**src/rtl/ps2_effect_entry.sv**
```systemverilog
// Numeric entry for effect channels from a PS/2 keyboard byte stream.
// Digits accumulate per channel request and are clamped to MAX_VAL on commit.
module ps2_effect_entry #(
    parameter int NUM_CH  = 3,
    parameter int CH_W    = 2,
    parameter int DIGITS  = 3,
    parameter int VAL_W   = 7,
    parameter int MAX_VAL = 100,
    parameter int ACC_W   = 10,
    parameter int TIMEOUT = 50_000_000
) (
    input  logic                       Clock,
    input  logic                       Reset,
    input  logic [7:0]                 ps2_key_data,
    input  logic                       ps2_key_pressed,
    input  logic [NUM_CH-1:0]          ch_en,
    input  logic [NUM_CH-1:0]          ch_req,
    output logic [NUM_CH*VAL_W-1:0]    ch_value,
    output logic                       update_valid,
    output logic [CH_W-1:0]            update_ch,
    output logic                       clamped,
    output logic                       aborted,
    output logic                       busy,
    output logic [$clog2(DIGITS+1)-1:0] digit_count,
    output logic [1:0]                 state
);

    localparam int DC_W = $clog2(DIGITS+1);
    localparam int TM_W = $clog2(TIMEOUT+1);

    typedef enum logic [1:0] {
        IDLE   = 2'd0,
        ENTRY  = 2'd1,
        COMMIT = 2'd2,
        ABORT  = 2'd3
    } state_t;

    state_t                    r_state;
    logic [NUM_CH*VAL_W-1:0]   r_chValue;
    logic                      r_updateValid;
    logic [CH_W-1:0]           r_updateCh;
    logic                      r_clamped;
    logic                      r_aborted;
    logic                      r_busy;
    logic [DC_W-1:0]           r_digitCount;
    logic [ACC_W-1:0]          r_acc;
    logic                      r_break;
    logic [TM_W-1:0]           r_timer;

    logic [NUM_CH-1:0]         w_reqHit;
    logic [CH_W-1:0]           w_reqIdx;
    logic                      w_isDigit;
    logic [3:0]                w_digit;
    logic [ACC_W-1:0]          w_accMul;
    logic [ACC_W-1:0]          w_accDiv;
    logic                      w_overMax;
    logic [VAL_W-1:0]          w_commitVal;
    logic                      w_curEn;
    logic                      w_keyLive;

    // Lowest-index enabled requester wins.
    always_comb begin
        w_reqHit = ch_req & ch_en;
        w_reqIdx = '0;
        for (int i = NUM_CH-1; i >= 0; i--) begin
            if (w_reqHit[i]) w_reqIdx = CH_W'(i);
        end
    end

    always_comb begin
        w_isDigit = 1'b1;
        w_digit   = 4'd0;
        case (ps2_key_data)
            8'h45: w_digit = 4'd0;
            8'h16: w_digit = 4'd1;
            8'h1E: w_digit = 4'd2;
            8'h26: w_digit = 4'd3;
            8'h25: w_digit = 4'd4;
            8'h2E: w_digit = 4'd5;
            8'h36: w_digit = 4'd6;
            8'h3D: w_digit = 4'd7;
            8'h3E: w_digit = 4'd8;
            8'h46: w_digit = 4'd9;
            default: w_isDigit = 1'b0;
        endcase
    end

    assign w_accMul    = (r_acc << 3) + (r_acc << 1) + {{(ACC_W-4){1'b0}}, w_digit};
    assign w_accDiv    = r_acc / ACC_W'(10);
    assign w_overMax   = r_acc > ACC_W'(MAX_VAL);
    assign w_commitVal = w_overMax ? VAL_W'(MAX_VAL) : r_acc[VAL_W-1:0];
    assign w_curEn     = ch_en[r_updateCh];
    // A byte following F0h is a release code and must not act as a key.
    assign w_keyLive   = ps2_key_pressed && !r_break && (ps2_key_data != 8'hF0);

    always_ff @(posedge Clock) begin
        if (Reset) begin
            r_state       <= IDLE;
            r_chValue     <= '0;
            r_updateValid <= 1'b0;
            r_updateCh    <= '0;
            r_clamped     <= 1'b0;
            r_aborted     <= 1'b0;
            r_busy        <= 1'b0;
            r_digitCount  <= '0;
            r_acc         <= '0;
            r_break       <= 1'b0;
            r_timer       <= '0;
        end else begin
            r_updateValid <= 1'b0;
            r_clamped     <= 1'b0;
            r_aborted     <= 1'b0;

            if (ps2_key_pressed) begin
                r_timer <= '0;
                if (r_break)                     r_break <= 1'b0;
                else if (ps2_key_data == 8'hF0)  r_break <= 1'b1;
            end else if (r_state == ENTRY) begin
                r_timer <= r_timer + 1'b1;
            end

            case (r_state)
                IDLE: begin
                    if (|w_reqHit) begin
                        r_state      <= ENTRY;
                        r_busy       <= 1'b1;
                        r_updateCh   <= w_reqIdx;
                        r_acc        <= '0;
                        r_digitCount <= '0;
                        r_break      <= 1'b0;
                        r_timer      <= '0;
                    end
                end
                ENTRY: begin
                    // Losing the channel enable overrides any key arriving this cycle.
                    if (!w_curEn) begin
                        r_state <= ABORT;
                    end else if (w_keyLive) begin
                        if (w_isDigit) begin
                            if (r_digitCount < DC_W'(DIGITS)) begin
                                r_acc        <= w_accMul;
                                r_digitCount <= r_digitCount + 1'b1;
                            end
                        end else if (ps2_key_data == 8'h66) begin
                            if (r_digitCount != '0) begin
                                r_acc        <= w_accDiv;
                                r_digitCount <= r_digitCount - 1'b1;
                            end
                        end else if (ps2_key_data == 8'h5A) begin
                            r_state <= (r_digitCount != '0) ? COMMIT : ABORT;
                        end else if (ps2_key_data == 8'h76) begin
                            r_state <= ABORT;
                        end
                    end else if (!ps2_key_pressed && r_timer == TM_W'(TIMEOUT-1)) begin
                        r_state <= ABORT;
                    end
                end
                COMMIT: begin
                    for (int i = 0; i < NUM_CH; i++) begin
                        if (r_updateCh == CH_W'(i)) r_chValue[i*VAL_W +: VAL_W] <= w_commitVal;
                    end
                    r_updateValid <= 1'b1;
                    r_clamped     <= w_overMax;
                    r_state       <= IDLE;
                    r_busy        <= 1'b0;
                end
                ABORT: begin
                    r_aborted <= 1'b1;
                    r_state   <= IDLE;
                    r_busy    <= 1'b0;
                end
                default: begin
                    r_state <= IDLE;
                    r_busy  <= 1'b0;
                end
            endcase
        end
    end

    assign ch_value     = r_chValue;
    assign update_valid = r_updateValid;
    assign update_ch    = r_updateCh;
    assign clamped      = r_clamped;
    assign aborted      = r_aborted;
    assign busy         = r_busy;
    assign digit_count  = r_digitCount;
    assign state        = r_state;

endmodule

```
**config.mk**
```make
export PLATFORM = sky130hd
export DESIGN_NAME = ps2_effect_entry
export DESIGN_NICKNAME = d
export VERILOG_FILES = /design/src/rtl/ps2_effect_entry.sv
export SDC_FILE = /design/constraint.sdc
export NUM_CORES = 1
export LEC_CHECK = 0
export CORE_UTILIZATION = 59
export CTS_BUF_LIST = sky130_fd_sc_hd__clkbuf_8
export CTS_CLUSTER_DIAMETER = 50
export DETAILED_ROUTE_END_ITERATION = 10
export HOLD_SLACK_MARGIN = 0.06
export PLACE_DENSITY = 0.83
export SLEW_MARGIN = 25
export SYNTH_ARGS = -nofsm -noshare
export SYNTH_HDL_FRONTEND = slang
export SYNTH_SLANG_ARGS = --single-unit
export TNS_END_PERCENT = 1
```
**constraint.sdc**
```tcl
create_clock -name Clock -period 4.9 [get_ports Clock]
set_input_delay 1.225 -clock Clock [delete_from_list [all_inputs] [get_ports Clock]]
set_output_delay 1.225 -clock Clock [all_outputs]
set_load 0.05 [all_outputs]
```
# After elaboration in Yosys (flattened, before gate mapping)
# Index checks and enable logic that the tools add are counted.
# W data, S select, Z words.
[op_classes]
eq_ne = 31
n_bitwise = 2
reduce_logical = 21
n_div = 1
n_addsub = 5
n_mux = 47
n_lt_le_gt_ge = 3
[op_table]
columns = ["op", "count"]
rows = [
  ["$mux W26", 4],
  ["$mux W10", 7],
  ["$eq A8 B6 Y1 const B", 6],
  ["$eq A8 B7 Y1 const B", 5],
  ["$mux W2", 18],
  ["$pmux W4 S9", 1],
  ["$add A26 B1 Y26 const B", 1],
  ["$eq A26 B26 Y1 const B", 1],
  ["$pmux W10 S2", 1],
  ["$eq A8 B5 Y1 const B", 2],
  ["$mux W1", 11],
  ["$add A10 B10 Y10", 1],
  ["$add A10 B4 Y10", 1],
  ["$div A10 B4 Y10 const B", 1],
  ["$gt A10 B7 Y1 const B", 1],
  ["$reduce_and A2 Y1", 5],
  ["$reduce_or A10 Y1", 1],
  ["$ne A3 B2 Y1 const B", 3],
  ["$eq A8 B8 Y1 const B", 1],
  ["$ne A4 B4 Y1 const B", 2],
  ["$ne A8 B8 Y1 const B", 1],
  ["$mux W7", 1],
  ["$reduce_and A7 Y1", 1],
  ["$eq A2 B2 Y1 const B", 3],
  ["21 further kinds", 31],
]
[word_totals]
ff_bits = 68
inputBits = 17

# Depth between registers and ports, before layout
[depth]
word_depth = 8
mapped_depth = 18
depth_no_buf = 17

# Least setup slack after synthesis
# Ideal clock, no wire load.
[synth_timing]
kind = "input -> register"
from = "input port ps2_key_data[3]"
to = "register r_acc[9]"
required_time_ps = 4785
setup_slack_ps = 690
setup_time_ps = 115
t_arrival_ps = 4095
cell_stages = 15
path_cell_list = "buf_2 -> nand2b_1 -> nor3_1 -> a21oi_1 -> nor3_1 -> fa_1 -> ha_1 -> a21o_1 -> a21oi_1 -> o21bai_1 -> a2111oi_0 -> nor3_1 -> xnor2_1 -> nor4_1 -> o21ba_2"
[synth_between]
elab_chain_cells = 8
elab_cells_between_ends = 27
cone_classes = "add/sub: 1; eq/ne: 16; mux: 7; reduce/logical: 3"
[synth_rtl]
columns = ["item", "line_no", "text"]
rows = [
  ["from (decl)", "14", "input logic [7:0] ps2_key_data,"],
  ["$eq A8 B7 Y1, or another cell as far along", "73", "case (ps2_key_data)"],
  ["$pmux W4 S9", "73", ""],
  ["$add A10 B4 Y10", "88", "assign w_accMul = (r_acc << 3) + (r_acc << 1) + {{(ACC_W-4){1'b0}}, w_digit};"],
  ["$mux W10", "140", "if (r_digitCount < DC_W'(DIGITS)) begin"],
  ["$mux W10", "139", "if (w_isDigit) begin"],
  ["$mux W10", "138", "end else if (w_keyLive) begin"],
  ["$mux W10", "136", "if (!w_curEn) begin"],
  ["$pmux W10 S2", "122", "case (r_state)"],
  ["to (signal assigned)", "141", "r_acc <= w_accMul;"],
  ["to (signal assigned)", "146", "r_acc <= w_accDiv;"],
  ["to (decl)", "46", "logic [ACC_W-1:0] r_acc;"],
]
# Several ways; a longest one is shown, not always the timed one. The select of a mux whose other input is x is not followed.
# A chain may end at the register's enable or synchronous reset.

# Worst setup path after layout
# Same ends and word-level chain as after synthesis.

==> impl_table.tex <==
\begin{tabular}{lr}
\hline
Metric & Value \\
\hline
\multicolumn{2}{l}{\textbf{GRT}} \\
\quad Total GRT Usage & 28.5\% \\
\quad Number of global-route vias before repair & 3841 \\
\quad GR met3 Demand/Resource & 6.41\% \\
\quad First-pass GRT wire length & 17500 um \\
\quad Total global routing overflow & 0 \\
\quad Number of antenna violations at the first check in global routing & 0 \\
\quad Maximum number of pins on one net before global-route repair & 44 \\
\quad Global-route layer with the greatest usage & met2 \\
\quad GRT met2 Usage & 50.0\% \\
\quad Met1 demand-to-capacity share in global routing & 35.3\% \\
\multicolumn{2}{l}{\textbf{Run}} \\
\quad Count of max-cap constraint violations & 0 \\
\multicolumn{2}{l}{\textbf{Die}} \\
\quad Area of the core & 6980 um2 \\
\quad Initial cell density of the core & 62.5\% \\
\quad Area of the die & 7750 um2 \\
\quad Number of standard-cell rows in the floorplan & 30 \\
\quad Top-level I/O count & 48 \\
\quad Chip height & 88.0 um \\
\quad Chip Width & 88.0 um \\
\multicolumn{2}{l}{\textbf{Routing}} \\
\quad Final WL & 10700 um \\
\quad Via count & 4277 \\
\quad Average wire length per cell after detail routing & 15.6 um \\
\quad Via/cell ratio & 6.23 \\
\quad Number of nets still failing antenna checks after routing & 0 \\
\quad Count of unresolved DRC violations after routing & 0 \\
\quad Iteration-0 DRC Markers & 275 \\
\quad Number of search-and-repair iterations in the first detailed-routing pass & 5 \\
\multicolumn{2}{l}{\textbf{Synth}} \\
\quad Area leader, netlist & dfxtp\_1 \\
\quad Register area share after synthesis & 31.2\% \\
\quad Number of enable flip-flop cells after synthesis & 0 \\
\quad Top-area cell type share of the netlist area & 31.2\% \\
\quad Top post-synthesis cells by area & dfxtp\_1, a21oi\_1, nor2\_1 \\
\quad Cell area after technology mapping & 4370 um2 \\
\quad Most used flip-flop cell after synthesis & dfxtp\_1 \\
\quad Count of distinct cell types in the synthesized netlist & 71 \\
\quad Number of warning messages in the yosys log & 0 \\
\quad Mean post-synth cell area & 7.81 um2 \\
\quad Async S/R FF share, synth & 0\% \\
\quad Number of nets produced by synthesis & 593 \\
\quad Number of instances in the synthesized netlist & 559 \\
\quad Flip-flop and latch count after synthesis & 68 \\
\multicolumn{2}{l}{\textbf{Worst setup path}} \\
\quad Crit path cell chain & clkdlybuf4s50\_1 -> nand2b\_1 -> nor3\_1 -> a21oi\_1 -> nor3\_1 -> fa\_1 -> ha\_1 -> a21o\_1 -> a21oi\_1 -> o21bai\_1 -> a2111oi\_0 -> nor3\_1 -> xnor2\_1 -> nor4\_1 -> o21ba\_2 \\
\quad CP startpoint kind & primary input \\
\quad Required arrival time at the worst endpoint & 5.15 ns \\
\quad Kind of capture point of the worst setup path & flip-flop \\
\quad Startpoint-to-endpoint class of the critical path & in2reg \\
\quad Cell type of the slowest stage on the worst timing path & fa\_1 \\
\quad Max FO, Critical Path & 3 \\
\quad Total buffers and inverters traversed by the critical path & 1 \\
\quad Most numerous cell on the critical path & nor3\_1 \\
\quad Worst path top cell family by delay & compound AO/OA/AOI/OAI gates \\
\quad Crit path arrival time & 4.69 ns \\
\quad Longest individual stage delay on the worst path & 0.48 ns \\
\multicolumn{2}{l}{\textbf{Power and ir drop}} \\
\quad Power density cells & 246 nW/um2 \\
\quad Maximum ir drop on the vdd rail & 0.237 mV \\
\quad Leak & 1.80 nW \\
\multicolumn{2}{l}{\textbf{STA}} \\
\quad RSZ-0062 raised after global routing & false \\
\quad Min Clock Period, post-route & 4.44 ns \\
\quad Setup TNS & 0 ns \\
\quad Largest clock skew in the final design & 0.00881 ns \\
\quad Max Clock Freq & 225 MHz \\
\quad Final number of hold-violating endpoints & 0 \\
\quad Setup Viol. Count Final & 0 \\
\quad Final number of max-transition violations & 0 \\
\quad Transition time at the pin with the least slew margin & 0.998 ns \\
\quad Worst slew margin relative to its limit & 33.3\% \\
\quad Fraction of the cycle the final worst path needs & 90.7\% \\
\multicolumn{2}{l}{\textbf{Placed design}} \\
\quad Half-perimeter wire length of the detailed placement result & 7490 um \\
\quad Final weighted congestion of routability-driven global placement & 0.935 \\
\quad Number of port buffers & 47 \\
\multicolumn{2}{l}{\textbf{Clocking}} \\
\quad Num CTS Buffers & 9 \\
\quad Number of gates resized after cts & 0 \\
\quad CTS clock-pin slew for the worst setup and hold paths & 0.08 ns \\
\quad Post-CTS Setup Bufs & 0 \\
\quad CTS H-Tree Depth & 3 \\
\quad TritonCTS clock tree & yes \\
\quad Later-pin clock latency in the skew report & 0.35 ns \\
\quad Root cell of the clock tree & clkbuf\_8 \\
\quad Number of hold buffers added after cts & 0 \\
\quad Maximum root-to-sink buffer count & 2 \\
\quad Clock tree sinks & 68 \\
\multicolumn{2}{l}{\textbf{Final layout}} \\
\quad Fill cells & 563 \\
\quad Diode count & 0 \\
\quad Most common library cell in the layout ignoring fill and taps & dfxtp\_1 \\
\quad Top library cells by usage in the layout, fill and taps aside & dfxtp\_1, nor2\_1, nand2\_1 \\
\quad Layout cell share with drive strength beyond 1 & 7.46\% \\
\quad Area used by multi-input combinational logic & 2810 um2 \\
\quad Final net count & 619 \\
\quad Sequential cell area in the final layout & 1360 um2 \\
\quad Finished Core Util & 73.1\% \\
\quad Area grow syn2layout & 16.9\% \\
\multicolumn{2}{l}{\textbf{Status}} \\
\quad Outcome & complete, no violations \\
\multicolumn{2}{l}{\textbf{Worst hold path}} \\
\quad Path class of the lowest-slack min-delay path & reg2reg \\
\hline
\end{tabular}
==> registers in the layout, summed over array words and instances, names as in the netlist <==
name and flops:
aborted 1, busy 1, r_acc 10, r_timer 26
update_valid 1, state 2, r_break 1, ch_value 21
update_ch 2, clamped 1, digit_count 2
==> stage by stage <==
step	hold slack [ns]	instances	power, mW	area [um2]	setup WS, ns
after floorplan	0.448	559	0.675	4370	0.690
after global routing	0.474	686	1.30	5100	0.161
final	0.458	686	1.25	5100	0.458
after detailed placement	0.452	670	0.727	4850	0.153
after CTS	0.461	686	1.26	5080	0.486
after global placement	0.446	670	0.724	4850	0.193
==> cells in the mapped netlist (all sizes together), types with 13 or more instances <==
library cell	number
dfxtp	68
nor2	60
nand2	54
a21oi	47
nand3	31
clkbuf	30
xor2	18
nor3	16
o21ai	16
xnor2	16
ha	15
a211oi	14
inv	13
nand2b	13
nand4	13
==> kinds of logic after synthesis <==
logic type / share of synthesized area (%)
mux: 1.43
buf+inv: 5.10
simple gates: 29.2
fa+ha+maj: 5.47
compound gates: 20.8
flops: 31.2
xor+xnor: 6.82
==> cell type report <==
class | instances | share of cell area, %
clock buffers | 11 | 2.97
multi-input cells | 438 | 55.0
flip-flops and latches | 68 | 26.7
inverters | 13 | 0.956
repair buffers | 55 | 10.4
well taps | 96 | 2.35
clock inverters | 5 | 1.64
==> worst min-delay path, cell delays in order, from the launching register on <==
cell,delay (ns)
dfxtp_1,0.31
nand2_1,0.05
a21oi_1,0.05
==> metal layers <==
layer,vias up,share of wire [%],wire length [um]
li1,2075,-,-
met1,2041,44,4740
met2,149,50,5340
met3,12,4.9,528
met4,0,1.1,120
met5,-,0,0
==> power breakdown <==
part           total, mW  internal, mW  switching [mW]  leakage, nW
Sequential         0.571         0.560          0.0116        0.549
Clock              0.537         0.315           0.222        0.112
Combinational      0.147        0.0531          0.0939         1.14
==> worst paths after layout <==
path,startpoint,to,slack (ns),cells past startpoint
worst min register to register,ch_value[0]$_SDFFE_PP0P_,ch_value[0]$_SDFFE_PP0P_,0.46,2
worst max-delay path,ps2_key_data[3],r_acc[9]$_SDFFE_PP0P_,0.46,15
worst min-delay path,ch_value[0]$_SDFFE_PP0P_,ch_value[0]$_SDFFE_PP0P_,0.46,2
worst max register to register,r_acc[7]$_SDFFE_PP0P_,r_acc[1]$_SDFFE_PP0P_,1.81,7
Power figures use the tool's default switching activity.
